===== config.mk =====
export PLATFORM = sky130hd
export DESIGN_NAME = shared_bus_arbiter
export DESIGN_NICKNAME = d
export VERILOG_FILES = /design/src/rtl/shared_bus_arbiter_pkg.sv /design/src/rtl/shared_bus_arbiter_rr_pick.sv /design/src/rtl/shared_bus_arbiter.sv
export SDC_FILE = /design/constraint.sdc
export NUM_CORES = 1
export LEC_CHECK = 0
export BUFFER_PORTS_ARGS = -buffer_cell sky130_fd_sc_hd__buf_4
export CORE_MARGIN = 2
export CORE_UTILIZATION = 51
export CTS_CLUSTER_SIZE = 24
export DETAILED_ROUTE_END_ITERATION = 7
export GPL_ROUTABILITY_DRIVEN = 0
export PLACE_DENSITY = 0.93
export RECOVER_POWER = 100
export SYNTH_ARGS = -nofsm -noshare
export SYNTH_HDL_FRONTEND = slang
export SYNTH_SLANG_ARGS = --single-unit

===== constraint.sdc =====
create_clock -name i_clk -period 3 [get_ports i_clk]
set_clock_uncertainty 0.1 [all_clocks]
set_input_delay 0.6 -clock i_clk [delete_from_list [all_inputs] [get_ports i_clk]]
set_output_delay 0.6 -clock i_clk [all_outputs]
set_load 0.03 [all_outputs]

===== src/rtl/shared_bus_arbiter_pkg.sv =====
// Shared types and constants for the round-robin bus arbiter.
// Latency: n/a (types, constants and a combinational helper only).
// Backpressure: n/a.
package shared_bus_arbiter_pkg;

    // Payload width of this package variant; the arbiter defaults to it.
    localparam int X             = 1;
    localparam int DEFAULT_WIDTH = X;

    typedef enum logic {
        IDLE = 1'b0,
        BUSY = 1'b1
    } state_t;

    // Index of the set bit of a one-hot vector (up to 16 requesters).
    // OR-ing indices is exact because at most one bit is set.
    function automatic logic [3:0] onehot_to_idx(input logic [15:0] oh);
        logic [3:0] idx;
        idx = '0;
        for (int i = 0; i < 16; i++) begin
            if (oh[i]) begin
                idx = idx | 4'(i);
            end
        end
        return idx;
    endfunction

endpackage


===== src/rtl/shared_bus_arbiter_rr_pick.sv =====
// Round-robin pick: first requester at or after ptr, wrapping, as one-hot.
// Latency: purely combinational.
// Backpressure: none; found is simply the OR of all requests.
module shared_bus_arbiter_rr_pick #(
    parameter int N_REQ = 4,
    parameter int PW    = (N_REQ > 1) ? $clog2(N_REQ) : 1
) (
    input  logic [N_REQ-1:0] req,
    input  logic [PW-1:0]    ptr,
    output logic [N_REQ-1:0] onehot,
    output logic             found
);

    localparam int DW = 2 * N_REQ;

    logic [DW-1:0] dbl;
    logic [DW-1:0] keep;
    logic [DW-1:0] masked;
    logic [DW-1:0] lowest;

    // Duplicate the request vector, clear bits below ptr, isolate the lowest
    // survivor; a hit in the upper copy is the wrapped-around winner.
    always_comb begin
        dbl    = {req, req};
        keep   = ~((DW'(1) << ptr) - DW'(1));
        masked = dbl & keep;
        lowest = masked & (~masked + DW'(1));
        onehot = lowest[N_REQ-1:0] | lowest[DW-1:N_REQ];
        found  = |req;
    end

endmodule


===== src/rtl/shared_bus_arbiter.sv =====
// Round-robin arbiter with burst lock sharing one valid/ready payload bus.
// Latency: 1 cycle to grant from IDLE; beats then pass combinationally.
// Backpressure: downstream ready goes only to the owner; others see ready=0.
module shared_bus_arbiter
    import shared_bus_arbiter_pkg::*;
#(
    parameter int N_REQ  = 4,
    parameter int WIDTH  = DEFAULT_WIDTH,
    parameter int MAX_BT = 8
) (
    input  logic                   i_clk,
    input  logic                   i_rst,
    input  logic [N_REQ-1:0]       i_req_valid,
    input  logic [N_REQ-1:0]       i_req_last,
    input  logic [N_REQ*WIDTH-1:0] i_req_data,
    output logic [N_REQ-1:0]       o_req_ready,
    output logic                   o_valid,
    output logic                   o_last,
    output logic [WIDTH-1:0]       o_data,
    input  logic                   i_ready,
    output logic [N_REQ-1:0]       o_grant,
    output logic                   o_busy
);

    localparam int PW = (N_REQ > 1) ? $clog2(N_REQ) : 1;
    localparam int CW = $clog2(MAX_BT) + 1;

    state_t           state;
    state_t           state_nxt;
    logic [N_REQ-1:0] grant_nxt;
    logic [PW-1:0]    ptr;
    logic [PW-1:0]    ptr_nxt;
    logic [PW-1:0]    ptr_after;
    logic [CW-1:0]    cnt;
    logic [CW-1:0]    cnt_nxt;
    logic [N_REQ-1:0] pick_oh;
    logic             pick_found;
    logic [WIDTH-1:0] data_mux;
    logic [3:0]       owner_idx;
    logic             xfer;

    shared_bus_arbiter_rr_pick #(
        .N_REQ (N_REQ),
        .PW    (PW)
    ) u_rr_pick (
        .req    (i_req_valid),
        .ptr    (ptr),
        .onehot (pick_oh),
        .found  (pick_found)
    );

    // Owner-steered datapath: grant is zero in IDLE, so nothing leaks out;
    // outputs are forced quiet while reset is asserted.
    always_comb begin
        data_mux = '0;
        for (int k = 0; k < N_REQ; k++) begin
            data_mux = data_mux | (i_req_data[k*WIDTH +: WIDTH] & {WIDTH{o_grant[k]}});
        end
        o_valid     = i_rst & (|(i_req_valid & o_grant));
        o_last      = o_valid & (|(i_req_last & o_grant));
        o_data      = o_valid ? data_mux : '0;
        o_req_ready = i_rst ? (o_grant & {N_REQ{i_ready}}) : '0;
        xfer        = o_valid & i_ready;
    end

    assign o_busy = (state == BUSY);

    // Pointer value after releasing the current owner: one past it, wrapping.
    always_comb begin
        owner_idx = onehot_to_idx(16'(o_grant));
        ptr_after = (owner_idx == 4'(N_REQ - 1)) ? '0 : PW'(owner_idx + 4'd1);
    end

    // Next-state: grant from IDLE, hold the lock in BUSY until a last beat
    // or the watchdog beat transfers.
    always_comb begin
        state_nxt = state;
        grant_nxt = o_grant;
        ptr_nxt   = ptr;
        cnt_nxt   = cnt;
        case (state)
            IDLE: begin
                if (pick_found) begin
                    grant_nxt = pick_oh;
                    state_nxt = BUSY;
                end
            end
            BUSY: begin
                if (xfer) begin
                    if (o_last || (cnt == CW'(MAX_BT - 1))) begin
                        grant_nxt = '0;
                        state_nxt = IDLE;
                        ptr_nxt   = ptr_after;
                        cnt_nxt   = '0;
                    end else begin
                        cnt_nxt = cnt + CW'(1);
                    end
                end
            end
            default: begin
                state_nxt = IDLE;
                grant_nxt = '0;
                cnt_nxt   = '0;
            end
        endcase
    end

    // State registers with synchronous active-low reset; a burst in flight
    // is simply dropped.
    always_ff @(posedge i_clk) begin
        if (!i_rst) begin
            state   <= IDLE;
            o_grant <= '0;
            ptr     <= '0;
            cnt     <= '0;
        end else begin
            state   <= state_nxt;
            o_grant <= grant_nxt;
            ptr     <= ptr_nxt;
            cnt     <= cnt_nxt;
        end
    end

endmodule


# --- After elaboration in Yosys (flattened, before gate mapping) ---
# Index checks and enable logic that the tools add are counted.
word_totals:
  reg_bits: 11
  in_bits: 15
  out_inout_bits: 12
op_classes:
  addsub: 4
  n_eq_ne: 5
  shift: 1
  n_mux: 15
  bitwise_logic: 19
  n_reduce_logical: 7
ops:
  columns: ["operator", "n"]
  rows:
  - ["two-way mux 4 bit", 5]
  - ["bitwise AND 8 bit", 2]
  - ["NOT 8 bit", 2]
  - ["bitwise AND 4 bit", 3]
  - ["OR reduction 4 bit", 3]
  - ["adder 8 x 1 -> 8 bit, second input constant", 1]
  - ["one-hot mux 4 bit (2 select lines)", 1]
  - ["left shift 1 x 2 -> 8 bit, first input constant", 1]
  - ["subtractor 8 x 2 -> 8 bit, second input constant", 1]
  - ["bitwise AND 1 bit", 7]
  - ["two-way mux 2 bit", 3]
  - ["AND reduction 3 bit", 2]
  - ["two-way mux 1 bit", 5]
  - ["adder 4 x 1 -> 4 bit, second input constant", 1]
  - ["equality test 4 x 2 -> 1 bit, second input constant", 1]
  - ["equality test 4 x 3 -> 1 bit, second input constant", 1]
  - ["!= test 2 x 1 -> 1 bit, second input constant", 2]
  - ["bitwise OR 4 bit", 1]
  - ["bitwise OR 1 bit", 3]
  - ["adder 2 x 1 -> 2 bit, second input constant", 1]
  - ["!= test 2 bit, second input constant", 1]
  - ["one-hot mux 1 bit (2 select lines)", 1]
  - ["AND reduction 2 bit", 1]
  - ["logical OR 1 bit", 1]
  - ["NOT 1 bit", 1]

# --- Depth between registers and ports, before layout ---
logic_depth:
  word_depth: 10
  ltp_mapped: 7
  mapped_depth_nobuf: 7

# --- By module ---
# Synthesis repeated with hierarchy kept, for this count alone.
hier_totals:
  cells_unflattened: 101
  hier_area_um2: 830.8
modules_own_cells:
  columns: ["mod", "instances", "cells_per_inst", "area_per_inst_um2", "seq_area_each_um2"]
  rows:
  - ["shared_bus_arbiter", 1, 76, 686.9, 220.2]
  - ["shared_bus_arbiter_rr_pick", 1, 25, 143.9, 0.0]

# --- Worst setup path after synthesis ---
# No wires, ideal clock.
synth_path:
  path_type: "register to output"
  start: "reg o_grant[2]"
  end: "out o_last"
  arrival_ps: 1452
  required_time_ps: 2300
  setup_slack_ps: 848
  path_stages_with_launch: 7
  path_buffers: 0
  path_cell_list: "dfxtp_1 > a22oi_1 > nand2_1 > nand2_1 > inv_1 > nand2_1 > inv_1"
synth_via:
  elab_chain_cells: 4
synth_rtl:
  columns: ["element", "line", "text"]
  rows:
  - ["start: declaration", "shared_bus_arbiter.sv:21", "output logic [N_REQ-1:0] o_grant,"]
  - ["start signal: assignment", "shared_bus_arbiter.sv:118", "o_grant <= grant_nxt;"]
  - ["bitwise AND 4 bit", "shared_bus_arbiter.sv:59", "o_valid = i_rst & (|(i_req_valid & o_grant));"]
  - ["OR reduction 4 bit", "shared_bus_arbiter.sv:59", null]
  - ["bitwise AND 1 bit", "shared_bus_arbiter.sv:59", null]
  - ["named net o_valid", "shared_bus_arbiter.sv:17", "output logic o_valid,"]
  - ["bitwise AND 1 bit", "shared_bus_arbiter.sv:60", "o_last = o_valid & (|(i_req_last & o_grant));"]
  - ["end: declaration", "shared_bus_arbiter.sv:18", "output logic o_last,"]
# The timed path passes the listed nets, and every way through them passes these cells.

# --- Worst setup path after layout ---
layout_path:
  start: "in i_rst"
  end: "out o_last"
layout_via:
  elab_chain_cells: 2
layout_rtl:
  columns: ["element", "line", "text"]
  rows:
  - ["start: declaration", "shared_bus_arbiter.sv:12", "input logic i_rst,"]
  - ["bitwise AND 1 bit", "shared_bus_arbiter.sv:59", null]
  - ["bitwise AND 1 bit", "shared_bus_arbiter.sv:60", null]
# Every way passes these cells.

==> flow_summary.html <==
<table>
<tr><th>Metric</th><th>Value</th></tr>
<tr><th colspan="2">STA</th></tr>
<tr><td>Final setup slack of the worst path</td><td>about 560 ps</td></tr>
<tr><td>Final setup fails</td><td>0</td></tr>
<tr><td>Sum of negative setup slack</td><td>0 ps</td></tr>
<tr><td>Final Slew Violations</td><td>0</td></tr>
<tr><td>Final hold violations</td><td>0</td></tr>
<tr><td>Relative slew margins</td><td>roughly half</td></tr>
<tr><td>Maximum clock rate</td><td>between 400 and 500 MHz</td></tr>
<tr><td>Final period demand of the worst path</td><td>~2400 ps</td></tr>
<tr><td>Final worst-path cycle share</td><td>between 80% and 90%</td></tr>
<tr><td>Worst-Margin Slew</td><td>735.9 ps</td></tr>
<tr><td>Unrepaired setup endpoints after global routing</td><td>no</td></tr>
<tr><th colspan="2">Die</th></tr>
<tr><td>Width of the chip</td><td>~42 um</td></tr>
<tr><td>Vert. Die Dim</td><td>between 40 and 50 um</td></tr>
<tr><td>FP Rows</td><td>13</td></tr>
<tr><td>I/O pin total</td><td>27</td></tr>
<tr><td>Starting density of the core</td><td>between 50 and 60%</td></tr>
<tr><td>Die ar.</td><td>about 1800 um2</td></tr>
<tr><td>Area of the core region</td><td>1318 um2</td></tr>
<tr><th colspan="2">Synth</th></tr>
<tr><td>Cell type with the largest total area after synthesis</td><td>sky130_fd_sc_hd__dfxtp_1</td></tr>
<tr><td>Cell area after technology mapping</td><td>732.0 um2</td></tr>
<tr><td>Ys async rst share</td><td>0%</td></tr>
<tr><td>Post-synth top cells</td><td>sky130_fd_sc_hd__dfxtp_1, sky130_fd_sc_hd__nand2_1, sky130_fd_sc_hd__a22oi_1, sky130_fd_sc_hd__nor2_1</td></tr>
<tr><td>Count of yosys warnings during synthesis</td><td>0</td></tr>
<tr><td>Post-Syn Instances</td><td>90</td></tr>
<tr><td>Cell variety after synth</td><td>37</td></tr>
<tr><td>Net count of the mapped netlist</td><td>107</td></tr>
<tr><td>Post-synthesis sequential area ratio</td><td>30.09%</td></tr>
<tr><td>Count of flip-flops with a built-in enable after synthesis</td><td>0</td></tr>
<tr><td>Flops &amp; latches, synth</td><td>11</td></tr>
<tr><td>Share of the synthesized area in the top cell type</td><td>30.09%</td></tr>
<tr><td>Primary flip-flop cell chosen by synthesis mapping</td><td>sky130_fd_sc_hd__dfxtp_1</td></tr>
<tr><td>Leading post-synthesis cells by cell area</td><td>sky130_fd_sc_hd__dfxtp_1, sky130_fd_sc_hd__a22oi_1, sky130_fd_sc_hd__nand2_1</td></tr>
<tr><td>Post-Syn Area per Cell</td><td>around 8.1 um2</td></tr>
<tr><td>Count leader, synth</td><td>sky130_fd_sc_hd__dfxtp_1</td></tr>
<tr><th colspan="2">Place</th></tr>
<tr><td>IO buf count</td><td>26</td></tr>
<tr><td>Pre-CTS setup slack</td><td>between 700 and 800 ps</td></tr>
<tr><td>Post-detail-place hpwl</td><td>about 1.5 mm</td></tr>
<tr><th colspan="2">Worst setup path</th></tr>
<tr><td>Largest stage delay on the critical path</td><td>about 450 ps</td></tr>
<tr><td>Kind of end point of the critical path</td><td>output pin</td></tr>
<tr><td>Max FO, Critical Path</td><td>16</td></tr>
<tr><td>Worst path cell trace</td><td>clkbuf_1 &gt; nand2_1 &gt; inv_1 &gt; nand2_1 &gt; inv_1 &gt; clkbuf_1</td></tr>
<tr><td>Arrival time worst endpoint</td><td>approximately 1700 ps</td></tr>
<tr><td>Largest delay contributor family on the critical path</td><td>buffers and inverters</td></tr>
<tr><td>Slowest CP cell</td><td>sky130_fd_sc_hd__clkbuf_1</td></tr>
<tr><td>Crit start category</td><td>input port</td></tr>
<tr><td>Critical path startpoint</td><td>i_rst</td></tr>
<tr><td>Type of the worst setup path</td><td>input port to output pin</td></tr>
<tr><td>Launch point of the worst reg-to-reg path</td><td>o_grant[2]</td></tr>
<tr><td>Count of buffer and inverter cells on the critical path</td><td>4</td></tr>
<tr><td>Data required, critical path</td><td>approximately 2300 ps</td></tr>
<tr><th colspan="2">CTS</th></tr>
<tr><td>Clk sinks</td><td>11</td></tr>
<tr><td>Buffers inserted during post-CTS setup optimization</td><td>0</td></tr>
<tr><td>Root cell of the clock tree</td><td>sky130_fd_sc_hd__clkbuf_4</td></tr>
<tr><td># resized after CTS</td><td>0</td></tr>
<tr><td>Clock input transition at the sequential cells of the worst setup and hold paths</td><td>70 ps</td></tr>
<tr><td>CTS Hold Buffers Added</td><td>0</td></tr>
<tr><td>Number of H-tree branching levels</td><td>1</td></tr>
<tr><td>CTS tree</td><td>built</td></tr>
<tr><td>Number of buffers created by CTS</td><td>3</td></tr>
<tr><td>Clock Latency Late Sink</td><td>roughly 280 ps</td></tr>
<tr><td>Clock tree buffer depth</td><td>2</td></tr>
<tr><th colspan="2">Route</th></tr>
<tr><td>Met2 wire length</td><td>between 800 and 900 um</td></tr>
<tr><td>Number of iterations in the first detailed-routing pass</td><td>4</td></tr>
<tr><td>Initial drt markers</td><td>35</td></tr>
<tr><td>Routed wire length</td><td>1.958 mm</td></tr>
<tr><td>DR WL/cell</td><td>about 15 um</td></tr>
<tr><td>Highest metal layer with signal wires</td><td>met4</td></tr>
<tr><td># DRC</td><td>0</td></tr>
<tr><td>Number of nets still failing antenna checks after routing</td><td>0</td></tr>
<tr><td>WL met1</td><td>about 900 um</td></tr>
<tr><td>Via total after detailed routing</td><td>approximately 830</td></tr>
<tr><td>Routed vias/inst</td><td>between 6 and 7</td></tr>
<tr><td>Met3 wirelength from detailed routing</td><td>153 um</td></tr>
<tr><th colspan="2">Global route</th></tr>
<tr><td>Largest net degree at the start of global routing</td><td>17</td></tr>
<tr><td>Vias in the first global route</td><td>slightly above 700</td></tr>
<tr><td>Global router's overall resource usage</td><td>about a quarter</td></tr>
<tr><td>Wire length of the first global-routing pass</td><td>between 3 and 4 mm</td></tr>
<tr><td>Initial antenna violation count</td><td>0</td></tr>
<tr><td>Overflow after GRT</td><td>0</td></tr>
<tr><th colspan="2">Worst hold path</th></tr>
<tr><td>Hold Crit Start</td><td>cnt[3]</td></tr>
<tr><td>Path category of the worst min-delay check</td><td>register to register</td></tr>
<tr><th colspan="2">Finish</th></tr>
<tr><td>Final-stage net count</td><td>roughly 140</td></tr>
<tr><td>Number of antenna repair diodes</td><td>0</td></tr>
<tr><td>Proportion of layout cells with a drive suffix above 1</td><td>a little over a fifth</td></tr>
<tr><td>Layout-stage area growth over the synthesis result</td><td>23.93%</td></tr>
<tr><th colspan="2">Run</th></tr>
<tr><td>Number of max-capacitance violations reported</td><td>0</td></tr>
<tr><th colspan="2">Power</th></tr>
<tr><td>Total power divided by cell area</td><td>around 360 nW/um2</td></tr>
<tr><td>Standby leakage power</td><td>0.0004151 uW</td></tr>
<tr><td>Largest vdd supply drop</td><td>between 0.15 and 0.2 mV</td></tr>
<tr><th colspan="2">Outcome</th></tr>
<tr><td>Status</td><td>finished, final reports clean</td></tr>
</table>
-- state kept, by name, indices dropped and copies added (netlist names) --
name	count
cnt	4
o_grant	4
ptr	2
o_busy	1
-- worst register-to-register path, delay by kind of cell (launching register included) --
family / cells / cell delay, ps
AOI/OAI and AO/OA: 4 / 1330
DFF: 1 / 460
-- cell families after synthesis --
logic type | count (synthesis) | share of synthesized area, %
flops | 11 | 30.09
fa+ha+maj | 2 | 3.418
compound gates | 30 | 30.94
simple gates | 39 | 30.26
buf+inv | 7 | 4.103
xor+xnor | 1 | 1.197
-- layout by cell type, fill, tap and decap left out, types with 2 or more instances in the layout --
cell type / netlist / final
sky130_fd_sc_hd__nor2b_1: 2 / 2
sky130_fd_sc_hd__and3_1: 4 / 4
sky130_fd_sc_hd__nor2_1: 6 / 6
sky130_fd_sc_hd__o21ai_0: 3 / 3
sky130_fd_sc_hd__a21oi_1: 5 / 6
sky130_fd_sc_hd__clkbuf_1: 1 / 13
sky130_fd_sc_hd__dfxtp_1: 11 / 11
sky130_fd_sc_hd__buf_4: 1 / 14
sky130_fd_sc_hd__nand2b_1: 2 / 2
sky130_fd_sc_hd__o21a_1: 2 / 2
sky130_fd_sc_hd__nand2_1: 9 / 9
sky130_fd_sc_hd__inv_1: 5 / 5
sky130_fd_sc_hd__a22oi_1: 6 / 6
sky130_fd_sc_hd__ha_1: 2 / 2
sky130_fd_sc_hd__nand3_1: 3 / 3
sky130_fd_sc_hd__a32o_1: 3 / 3
sky130_fd_sc_hd__clkbuf_4: 0 / 3
sky130_fd_sc_hd__and3_2: 3 / 3
sky130_fd_sc_hd__a31o_2: 3 / 3
-- area by class of cell --
type	count	area, um2
multi-input combinational	72	473.0
fill	117	410.4
sequential	11	220.2
timing repair buffer	26	150.1
clock buffer	4	26.28
inverter	5	18.77
tap	15	18.77
-- worst paths after layout --
| check | slack, ps | cells past startpoint | endpoint |
|---|---|---|---|
| hold reg to reg | 400 | 2 | cnt[3] |
| setup reg to reg | 1010 | 4 | o_grant[0] |
| hold / removal | 400 | 2 | cnt[3] |
| setup / recovery | 560 | 6 | o_last |
-- routing by layer --
layer  track usage [%]  vias up
met5                 0        -
met4             15.48        0
met3             7.391        4
met2             34.69       48
met1             29.21      372
li1                  -      401
-- stage by stage --
stage / area [um2] / total power (uW) / cells / hold slack [ps] / utilization (%)
final: 907.1 / 323.0 / 133 / 398.5 / 68.85
after global routing: 907.1 / 337.2 / 133 / 427.7 / 68.85
after detailed placement: 934.6 / 223.3 / 129 / 382.8 / 70.94
after floorplan: 732.0 / 191.0 / 90 / 354.4 / -
after global placement: 934.6 / 221.1 / 129 / 371.2 / 70.94
after CTS: 960.9 / 329.6 / 133 / 394.4 / 72.93
-- power by group --
group / total, uW / switching [uW] / internal, uW
combinational: 60.7 / 35.6 / 25.0
sequential: 155 / 5.54 / 149
clock: 108 / 55.9 / 51.7
Power figures use the tool's default switching activity.
